<file path="src/rtl/decode_stage_pkg.sv">
// Shared decode types: ALU operation codes, operand selects, opcodes and the decoded bundle.
package decode_stage_pkg;

  typedef enum logic [5:0] {
    ALU_NOP, ALU_ADD, ALU_SUB, ALU_SLL, ALU_SLT, ALU_SLTU, ALU_XOR, ALU_SRL, ALU_SRA,
    ALU_OR, ALU_AND, ALU_BEQ, ALU_BNE, ALU_BLT, ALU_BGE, ALU_BLTU, ALU_BGEU,
    ALU_JAL, ALU_JALR, ALU_MUL, ALU_MULH, ALU_MULHSU, ALU_MULHU,
    ALU_DIV, ALU_DIVU, ALU_REM, ALU_REMU
  } alu_e;

  typedef enum logic [1:0] {OP_TYPE_NONE, OP_TYPE_REG, OP_TYPE_IMM, OP_TYPE_PC} op_type_e;

  typedef enum logic [1:0] {ST_EMPTY, ST_ONE, ST_TWO} buf_state_e;

  localparam logic [6:0] OPC_LUI    = 7'b0110111;
  localparam logic [6:0] OPC_AUIPC  = 7'b0010111;
  localparam logic [6:0] OPC_JAL    = 7'b1101111;
  localparam logic [6:0] OPC_JALR   = 7'b1100111;
  localparam logic [6:0] OPC_BRANCH = 7'b1100011;
  localparam logic [6:0] OPC_LOAD   = 7'b0000011;
  localparam logic [6:0] OPC_STORE  = 7'b0100011;
  localparam logic [6:0] OPC_OPIMM  = 7'b0010011;
  localparam logic [6:0] OPC_OP     = 7'b0110011;
  localparam logic [6:0] OPC_SYSTEM = 7'b1110011;

  typedef struct packed {
    logic [4:0]  rs1;
    logic [4:0]  rs2;
    logic [4:0]  rd;
    logic [31:0] imm;
    alu_e        alucode;
    op_type_e    op1;
    op_type_e    op2;
    logic        reg_we;
    logic        is_load;
    logic        is_store;
    logic        is_halt;
    logic        is_illegal;
  } dec_t;

  // Integer ALU op for OP/OP-IMM funct3; alt selects SUB/SRA (funct7[5]).
  function automatic alu_e alu_f3(input logic [2:0] f3, input logic alt);
    case (f3)
      3'b000:  alu_f3 = alt ? ALU_SUB : ALU_ADD;
      3'b001:  alu_f3 = ALU_SLL;
      3'b010:  alu_f3 = ALU_SLT;
      3'b011:  alu_f3 = ALU_SLTU;
      3'b100:  alu_f3 = ALU_XOR;
      3'b101:  alu_f3 = alt ? ALU_SRA : ALU_SRL;
      3'b110:  alu_f3 = ALU_OR;
      default: alu_f3 = ALU_AND;
    endcase
  endfunction

endpackage

</file>
<file path="src/rtl/rv_decode_comb.sv">
// Pure combinational RV32I decoder, ir -> dec_t; no state, no handshake.
// RV32M_EN defined: funct7=0000001 OP encodings decode to MUL..REMU, otherwise illegal.
module rv_decode_comb
  import decode_stage_pkg::*;
#(
  parameter int HALT_ON_ILLEGAL = 1
) (
  input  logic [31:0] ir_i,
  output dec_t        dec_o
);

  logic [6:0]  opcode;
  logic [2:0]  funct3;
  logic [6:0]  funct7;
  logic [31:0] imm_i, imm_sh, imm_s, imm_b, imm_u, imm_j;
  logic        illegal;
  dec_t        d;

  assign opcode = ir_i[6:0];
  assign funct3 = ir_i[14:12];
  assign funct7 = ir_i[31:25];
  assign imm_i  = {{20{ir_i[31]}}, ir_i[31:20]};
  assign imm_sh = {27'b0, ir_i[24:20]};
  assign imm_s  = {{20{ir_i[31]}}, ir_i[31:25], ir_i[11:7]};
  assign imm_b  = {{19{ir_i[31]}}, ir_i[31], ir_i[7], ir_i[30:25], ir_i[11:8], 1'b0};
  assign imm_u  = {ir_i[31:12], 12'b0};
  assign imm_j  = {{11{ir_i[31]}}, ir_i[31], ir_i[19:12], ir_i[20], ir_i[30:21], 1'b0};

  always_comb begin
    d       = '0;
    illegal = 1'b0;
    case (opcode)
      OPC_LUI: begin
        d.rd = ir_i[11:7]; d.imm = imm_u; d.op1 = OP_TYPE_NONE; d.op2 = OP_TYPE_IMM;
        d.alucode = ALU_ADD; d.reg_we = 1'b1;
      end
      OPC_AUIPC: begin
        d.rd = ir_i[11:7]; d.imm = imm_u; d.op1 = OP_TYPE_PC; d.op2 = OP_TYPE_IMM;
        d.alucode = ALU_ADD; d.reg_we = 1'b1;
      end
      OPC_JAL: begin
        d.rd = ir_i[11:7]; d.imm = imm_j; d.op1 = OP_TYPE_PC; d.op2 = OP_TYPE_IMM;
        d.alucode = ALU_JAL; d.reg_we = 1'b1;
      end
      OPC_JALR: begin
        d.rs1 = ir_i[19:15]; d.rd = ir_i[11:7]; d.imm = imm_i; d.op1 = OP_TYPE_REG;
        d.op2 = OP_TYPE_IMM; d.alucode = ALU_JALR; d.reg_we = 1'b1;
        illegal = (funct3 != 3'b000);
      end
      OPC_BRANCH: begin
        d.rs1 = ir_i[19:15]; d.rs2 = ir_i[24:20]; d.imm = imm_b;
        d.op1 = OP_TYPE_REG; d.op2 = OP_TYPE_REG;
        case (funct3)
          3'b000:  d.alucode = ALU_BEQ;
          3'b001:  d.alucode = ALU_BNE;
          3'b100:  d.alucode = ALU_BLT;
          3'b101:  d.alucode = ALU_BGE;
          3'b110:  d.alucode = ALU_BLTU;
          3'b111:  d.alucode = ALU_BGEU;
          default: illegal = 1'b1;
        endcase
      end
      OPC_LOAD: begin
        d.rs1 = ir_i[19:15]; d.rd = ir_i[11:7]; d.imm = imm_i; d.op1 = OP_TYPE_REG;
        d.op2 = OP_TYPE_IMM; d.alucode = ALU_ADD; d.reg_we = 1'b1; d.is_load = 1'b1;
        illegal = (funct3 == 3'b011) || (funct3 == 3'b110) || (funct3 == 3'b111);
      end
      OPC_STORE: begin
        d.rs1 = ir_i[19:15]; d.rs2 = ir_i[24:20]; d.imm = imm_s; d.op1 = OP_TYPE_REG;
        d.op2 = OP_TYPE_IMM; d.alucode = ALU_ADD; d.is_store = 1'b1;
        illegal = (funct3[2] || (funct3[1:0] == 2'b11));
      end
      OPC_OPIMM: begin
        d.rs1 = ir_i[19:15]; d.rd = ir_i[11:7]; d.imm = imm_i; d.op1 = OP_TYPE_REG;
        d.op2 = OP_TYPE_IMM; d.reg_we = 1'b1; d.alucode = alu_f3(funct3, 1'b0);
        if (funct3 == 3'b001) begin
          d.imm = imm_sh;
          illegal = (funct7 != 7'b0);
        end else if (funct3 == 3'b101) begin
          d.imm = imm_sh;
          d.alucode = alu_f3(funct3, funct7[5]);
          illegal = ({funct7[6], funct7[4:0]} != 6'b0);
        end
      end
      OPC_OP: begin
        d.rs1 = ir_i[19:15]; d.rs2 = ir_i[24:20]; d.rd = ir_i[11:7];
        d.op1 = OP_TYPE_REG; d.op2 = OP_TYPE_REG; d.reg_we = 1'b1;
        if (funct7 == 7'b0000000) d.alucode = alu_f3(funct3, 1'b0);
        else if (funct7 == 7'b0100000 && (funct3 == 3'b000 || funct3 == 3'b101))
          d.alucode = alu_f3(funct3, 1'b1);
`ifdef RV32M_EN
        else if (funct7 == 7'b0000001) begin
          case (funct3)
            3'b000:  d.alucode = ALU_MUL;
            3'b001:  d.alucode = ALU_MULH;
            3'b010:  d.alucode = ALU_MULHSU;
            3'b011:  d.alucode = ALU_MULHU;
            3'b100:  d.alucode = ALU_DIV;
            3'b101:  d.alucode = ALU_DIVU;
            3'b110:  d.alucode = ALU_REM;
            default: d.alucode = ALU_REMU;
          endcase
        end
`endif
        else illegal = 1'b1;
      end
      OPC_SYSTEM: begin
        // Only ECALL/EBREAK are supported; both stop the pipeline.
        if (ir_i == 32'h0000_0073 || ir_i == 32'h0010_0073) d.is_halt = 1'b1;
        else illegal = 1'b1;
      end
      default: illegal = 1'b1;
    endcase
    if (illegal) begin
      d            = '0;
      d.is_illegal = 1'b1;
      d.is_halt    = (HALT_ON_ILLEGAL != 0);
    end
    if (d.rd == 5'd0) d.reg_we = 1'b0;
  end

  assign dec_o = d;

endmodule

</file>
<file path="src/rtl/decode_stage.sv">
// Registered decode stage, 1-cycle latency; 2-entry output/skid buffer keeps full rate under
// backpressure (in_ready drops only when both entries full). RV32M_EN enables M decode.
module decode_stage
  import decode_stage_pkg::*;
#(
  parameter int PC_W            = 32,
  parameter int CNT_W           = 32,
  parameter int HALT_ON_ILLEGAL = 1
) (
  input  logic             clk,
  input  logic             rst,
  input  logic             flush,
  input  logic             in_valid,
  output logic             in_ready,
  input  logic [31:0]      in_ir,
  input  logic [PC_W-1:0]  in_pc,
  output logic             out_valid,
  input  logic             out_ready,
  output logic [PC_W-1:0]  out_pc,
  output logic [4:0]       srcreg1_num,
  output logic [4:0]       srcreg2_num,
  output logic [4:0]       dstreg_num,
  output logic [31:0]      imm,
  output logic [5:0]       alucode,
  output logic [1:0]       aluop1_type,
  output logic [1:0]       aluop2_type,
  output logic             reg_we,
  output logic             is_load,
  output logic             is_store,
  output logic             is_halt,
  output logic             is_illegal,
  output logic [CNT_W-1:0] decoded_cnt
);

  dec_t            in_dec, out_q, out_d, skid_q, skid_d;
  logic [PC_W-1:0] out_pc_q, out_pc_d, skid_pc_q, skid_pc_d;
  buf_state_e      state_q, state_d;
  logic            halted_q, halted_d, in_ready_q, in_ready_d;
  logic [CNT_W-1:0] cnt_q, cnt_d;
  logic            fire_in, fire_out;

  rv_decode_comb #(.HALT_ON_ILLEGAL(HALT_ON_ILLEGAL)) u_dec (.ir_i(in_ir), .dec_o(in_dec));

  assign fire_in  = in_valid & in_ready_q;
  assign fire_out = (state_q != ST_EMPTY) & out_ready;

  always_comb begin
    state_d   = state_q;
    out_d     = out_q;
    out_pc_d  = out_pc_q;
    skid_d    = skid_q;
    skid_pc_d = skid_pc_q;
    halted_d  = halted_q;
    cnt_d     = cnt_q;
    if (fire_out && cnt_q != '1) cnt_d = cnt_q + 1'b1;
    case (state_q)
      ST_EMPTY: if (fire_in) begin
        out_d = in_dec; out_pc_d = in_pc; state_d = ST_ONE;
      end
      ST_ONE: begin
        if (fire_in && !fire_out) begin
          skid_d = in_dec; skid_pc_d = in_pc; state_d = ST_TWO;
        end else if (fire_in) begin
          out_d = in_dec; out_pc_d = in_pc;
        end else if (fire_out) begin
          state_d = ST_EMPTY;
        end
      end
      ST_TWO: if (fire_out) begin
        out_d = skid_q; out_pc_d = skid_pc_q; state_d = ST_ONE;
      end
      default: state_d = ST_EMPTY;
    endcase
    // A retiring halt kills anything younger, buffered or arriving this cycle.
    if (fire_out && out_q.is_halt) begin
      halted_d = 1'b1;
      state_d  = ST_EMPTY;
    end
    if (flush) begin
      halted_d = 1'b0;
      state_d  = ST_EMPTY;
    end
    in_ready_d = (state_d != ST_TWO) && !halted_d;
  end

  always_ff @(posedge clk) begin
    if (rst) begin
      state_q    <= ST_EMPTY;
      out_q      <= '0;
      out_pc_q   <= '0;
      skid_q     <= '0;
      skid_pc_q  <= '0;
      halted_q   <= 1'b0;
      in_ready_q <= 1'b1;
      cnt_q      <= '0;
    end else begin
      state_q    <= state_d;
      out_q      <= out_d;
      out_pc_q   <= out_pc_d;
      skid_q     <= skid_d;
      skid_pc_q  <= skid_pc_d;
      halted_q   <= halted_d;
      in_ready_q <= in_ready_d;
      cnt_q      <= cnt_d;
    end
  end

  assign in_ready    = in_ready_q;
  assign out_valid   = (state_q != ST_EMPTY);
  assign out_pc      = out_pc_q;
  assign srcreg1_num = out_q.rs1;
  assign srcreg2_num = out_q.rs2;
  assign dstreg_num  = out_q.rd;
  assign imm         = out_q.imm;
  assign alucode     = out_q.alucode;
  assign aluop1_type = out_q.op1;
  assign aluop2_type = out_q.op2;
  assign reg_we      = out_q.reg_we;
  assign is_load     = out_q.is_load;
  assign is_store    = out_q.is_store;
  assign is_halt     = out_q.is_halt;
  assign is_illegal  = out_q.is_illegal;
  assign decoded_cnt = cnt_q;

endmodule

</file>
<file path="config.mk">
export PLATFORM = sky130hd
export DESIGN_NAME = decode_stage
export DESIGN_NICKNAME = d
export VERILOG_FILES = /design/src/rtl/decode_stage_pkg.sv /design/src/rtl/rv_decode_comb.sv /design/src/rtl/decode_stage.sv
export SDC_FILE = /design/constraint.sdc
export NUM_CORES = 1
export LEC_CHECK = 0
export CAP_MARGIN = 5
export CORE_AREA = 5 5 145 147
export CTS_CLUSTER_SIZE = 40
export DETAILED_ROUTE_END_ITERATION = 8
export DIE_AREA = 0 0 150 152
export GPL_ROUTABILITY_DRIVEN = 0
export HOLD_SLACK_MARGIN = 0.12
export PLACE_DENSITY = 0.79
export SLEW_MARGIN = 20
export SYNTH_ARGS = -nofsm -noshare
export SYNTH_HDL_FRONTEND = slang
export SYNTH_SLANG_ARGS = --single-unit
</file>
<file path="constraint.sdc">
create_clock -name clk -period 3.5 [get_ports clk]
set_clock_uncertainty 0.2 [all_clocks]
set_input_delay 0.7 -clock clk [delete_from_list [all_inputs] [get_ports clk]]
set_output_delay 0.7 -clock clk [all_outputs]
set_load 0.02 [all_outputs]
</file>
==> results.tsv <==
metric	value	unit
status	finished clean	
final_nets	1468	
cts_tree	yes	
grt_pass1_vias	9469	
layout_min_cycle_time	3.33	ns
rsz0062_at_grt	yes	
postCtsSetupBuffers	0	
antenna_found_initial	0	
drive_above_1_share	0.0903	
core_area	19800	um2
clock_latency	0.51	ns
grt_max_degree	89	
timing.fmax	0.300	GHz
async_flop_share	0	
hp-start	skid_pc_q[1]	
critPathMaxFanout	27	
dp_hpwl	20.2	mm
timing.hold.ws	0.255	ns
cts.sinks	222	
finalMaxSlewViolations	0	
grt_usage	0.249	
avgRoutedWirePerCell	17.9	um
tightest_slew	0.948	ns
drc	0	
synthDistinctLibCells	63	
dieArea	22800	um2
detail-route-antenna-nets	0	
r2r_slack	1.03	ns
leakagePower	0.00462	uW
start_util	0.497	
max_slew_margin	0.368	
vdd_drop_max	308	uV
multi_input_area	4980	um2
cp_cell_sequence	clkdlybuf4s50_1 -> or4_1 -> a2111oi_1 -> o22ai_1 -> nor4_4 -> buf_4 -> nand3b_1 -> a311oi_1	
cp.required	3.71	ns
io_pins	197	
syn_avg_cell_area	8.17	um2
die_height	152	um
synth_top_area_share	0.452	
gr-total-overflow	0	
yosysWarnings	0	
diodes	0	
end_kind	register	
cts_max_level	1	
synthCells	1204	
yosys_register_bits	222	
synth.most_common_cell	dfxtp_1	
drtIter0Drc	683	
fp.dieW	150	um
firstDrtPassIters	5	
hold_class	reg2reg	
setup_viol_count_final	0	
criticalPathCategory	in2reg	
grt_first_pass_wirelength	47.8	mm
nFillCells	1668	
clk_pin_slew	0.06	ns
cp-start-kind	primary input	
totalWireLength	30.0	mm
crit_slowest_cell	or4_1	
power_density	447	nW/um2
synth.area.top_cells	dfxtp_1 (45%), nand2_1 (7.0%), nor2_1 (5.7%)	
seq_area	4440	um2
netlist_area	9830	um2
maxCapViolCount	0	
synth_top_cell_by_area	dfxtp_1	
syn_nets	1279	
numCtsBuffers	24	
num_rows	52	
synth_edf_count	0	
vias	10000	
max-clock-path-buffers	3	
ys.flop_type	dfxtp_1	
totalPowerFinal	5880	uW
seq_area_frac_synth	0.452	
via_per_inst	5.99	
arrival	3.54	ns
fin_crit_sh	0.953	
cpPeakStageDelay	0.65	ns
synth_common_cells	dfxtp_1 (222), nand2_1 (184), nor2_1 (148)	
cp-startpoint	in_ir[25]	
root_buffer	clkbuf_16	
port_buffers	195	
hold_viol_final	0	
r2r-start	state_q[1]	
area_growth_syn_to_layout	33.8	%
area by class of cell:
cell class                 count  area share
timing repair buffer         271       0.197
clock buffer                  34      0.0523
clock inverter                 6     0.00523
inverter                      10     0.00285
sequential                   222       0.338
multi-input combinational    864       0.379
tap                          270      0.0257
critical path, delay by kind of cell:
kind	cells	cell delay, ns
buf+inv	2	0.79
simple gates	3	1.17
compound gates	3	0.87
power by group:
group | switching, uW | internal, uW
Combinational | 442 | 348
Sequential | 51.6 | 2620
Clock | 992 | 1440
final timing paths:
check                                      end  cells after the start
worst max-delay path                alucode[2]                      8
worst min-delay path              skid_pc_q[1]                      2
worst max register to register  srcreg1_num[4]                      5
worst min register to register    skid_pc_q[1]                      2
state kept, by name, summed over array words and instances, names as in the netlist, 2 cells and up:
name / count
state_q: 2
srcreg1_num: 5
alucode: 5
aluop1_type: 2
skid_pc_q: 32
out_pc: 32
skid_q: 61
decoded_cnt: 32
imm: 32
dstreg_num: 5
aluop2_type: 2
srcreg2_num: 5
cell usage in the layout, fill, tap and decap left out, drive strengths merged, types with 6 or more instances in the layout:
master           n
o2bb2ai          7
nor2b            6
a32o            23
nand2b           8
clkdlybuf4s50  194
a211oi          44
a221oi          17
nor3            26
nor4            10
a21oi           97
dfxtp          222
inv             10
or3             13
o21ai           39
a311oi          47
nor2           148
nand4           35
a22o            17
buf             77
nand2          184
clkbuf          34
ha               6
nand3           31
xnor2           21
nor3b            6
cell families after synthesis:
kind of cell | after synthesis | synth area share
xor gates and xnor gates | 24 | 0.0214
adders and majority gates | 7 | 0.00865
DFF | 222 | 0.452
and+or+nand+nor | 500 | 0.234
AOI/OAI and AO/OA | 332 | 0.237
buffers and inverters | 118 | 0.0462
other | 1 | 0.000381
routing by layer:
layer  vias up  wire, um  GRT usage  part of all wire
li1       4757         -          -                 -
met1      4749     12500      0.331              0.42
met2       468     14100      0.410              0.47
met3        64      2650     0.0453             0.088
met4         0       708     0.0758             0.024
met5         -         0          0                 0
through the flow:
step / worst slack, ns / TNS, ns / cell area, um2 / cells / utilization
detailed placement: -0.336 / -29.10 / 12400 / 1637 / 0.627
floorplan: 0.331 / 0 / 9830 / 1204 / -
CTS: 0.185 / 0 / 13200 / 1677 / 0.665
finish: 0.166 / 0 / 13200 / 1677 / 0.665
global route: -0.00588 / -0.00588 / 13200 / 1677 / 0.665
global placement: -0.227 / -19.91 / 12400 / 1637 / 0.627
timing repair:
item	4_1_cts	5_1_grt
resized for setup	0	1
hold buffers	0	0
endpoints found under the setup margin	0	9
No activity file was read; power rests on OpenSTA's default activity.
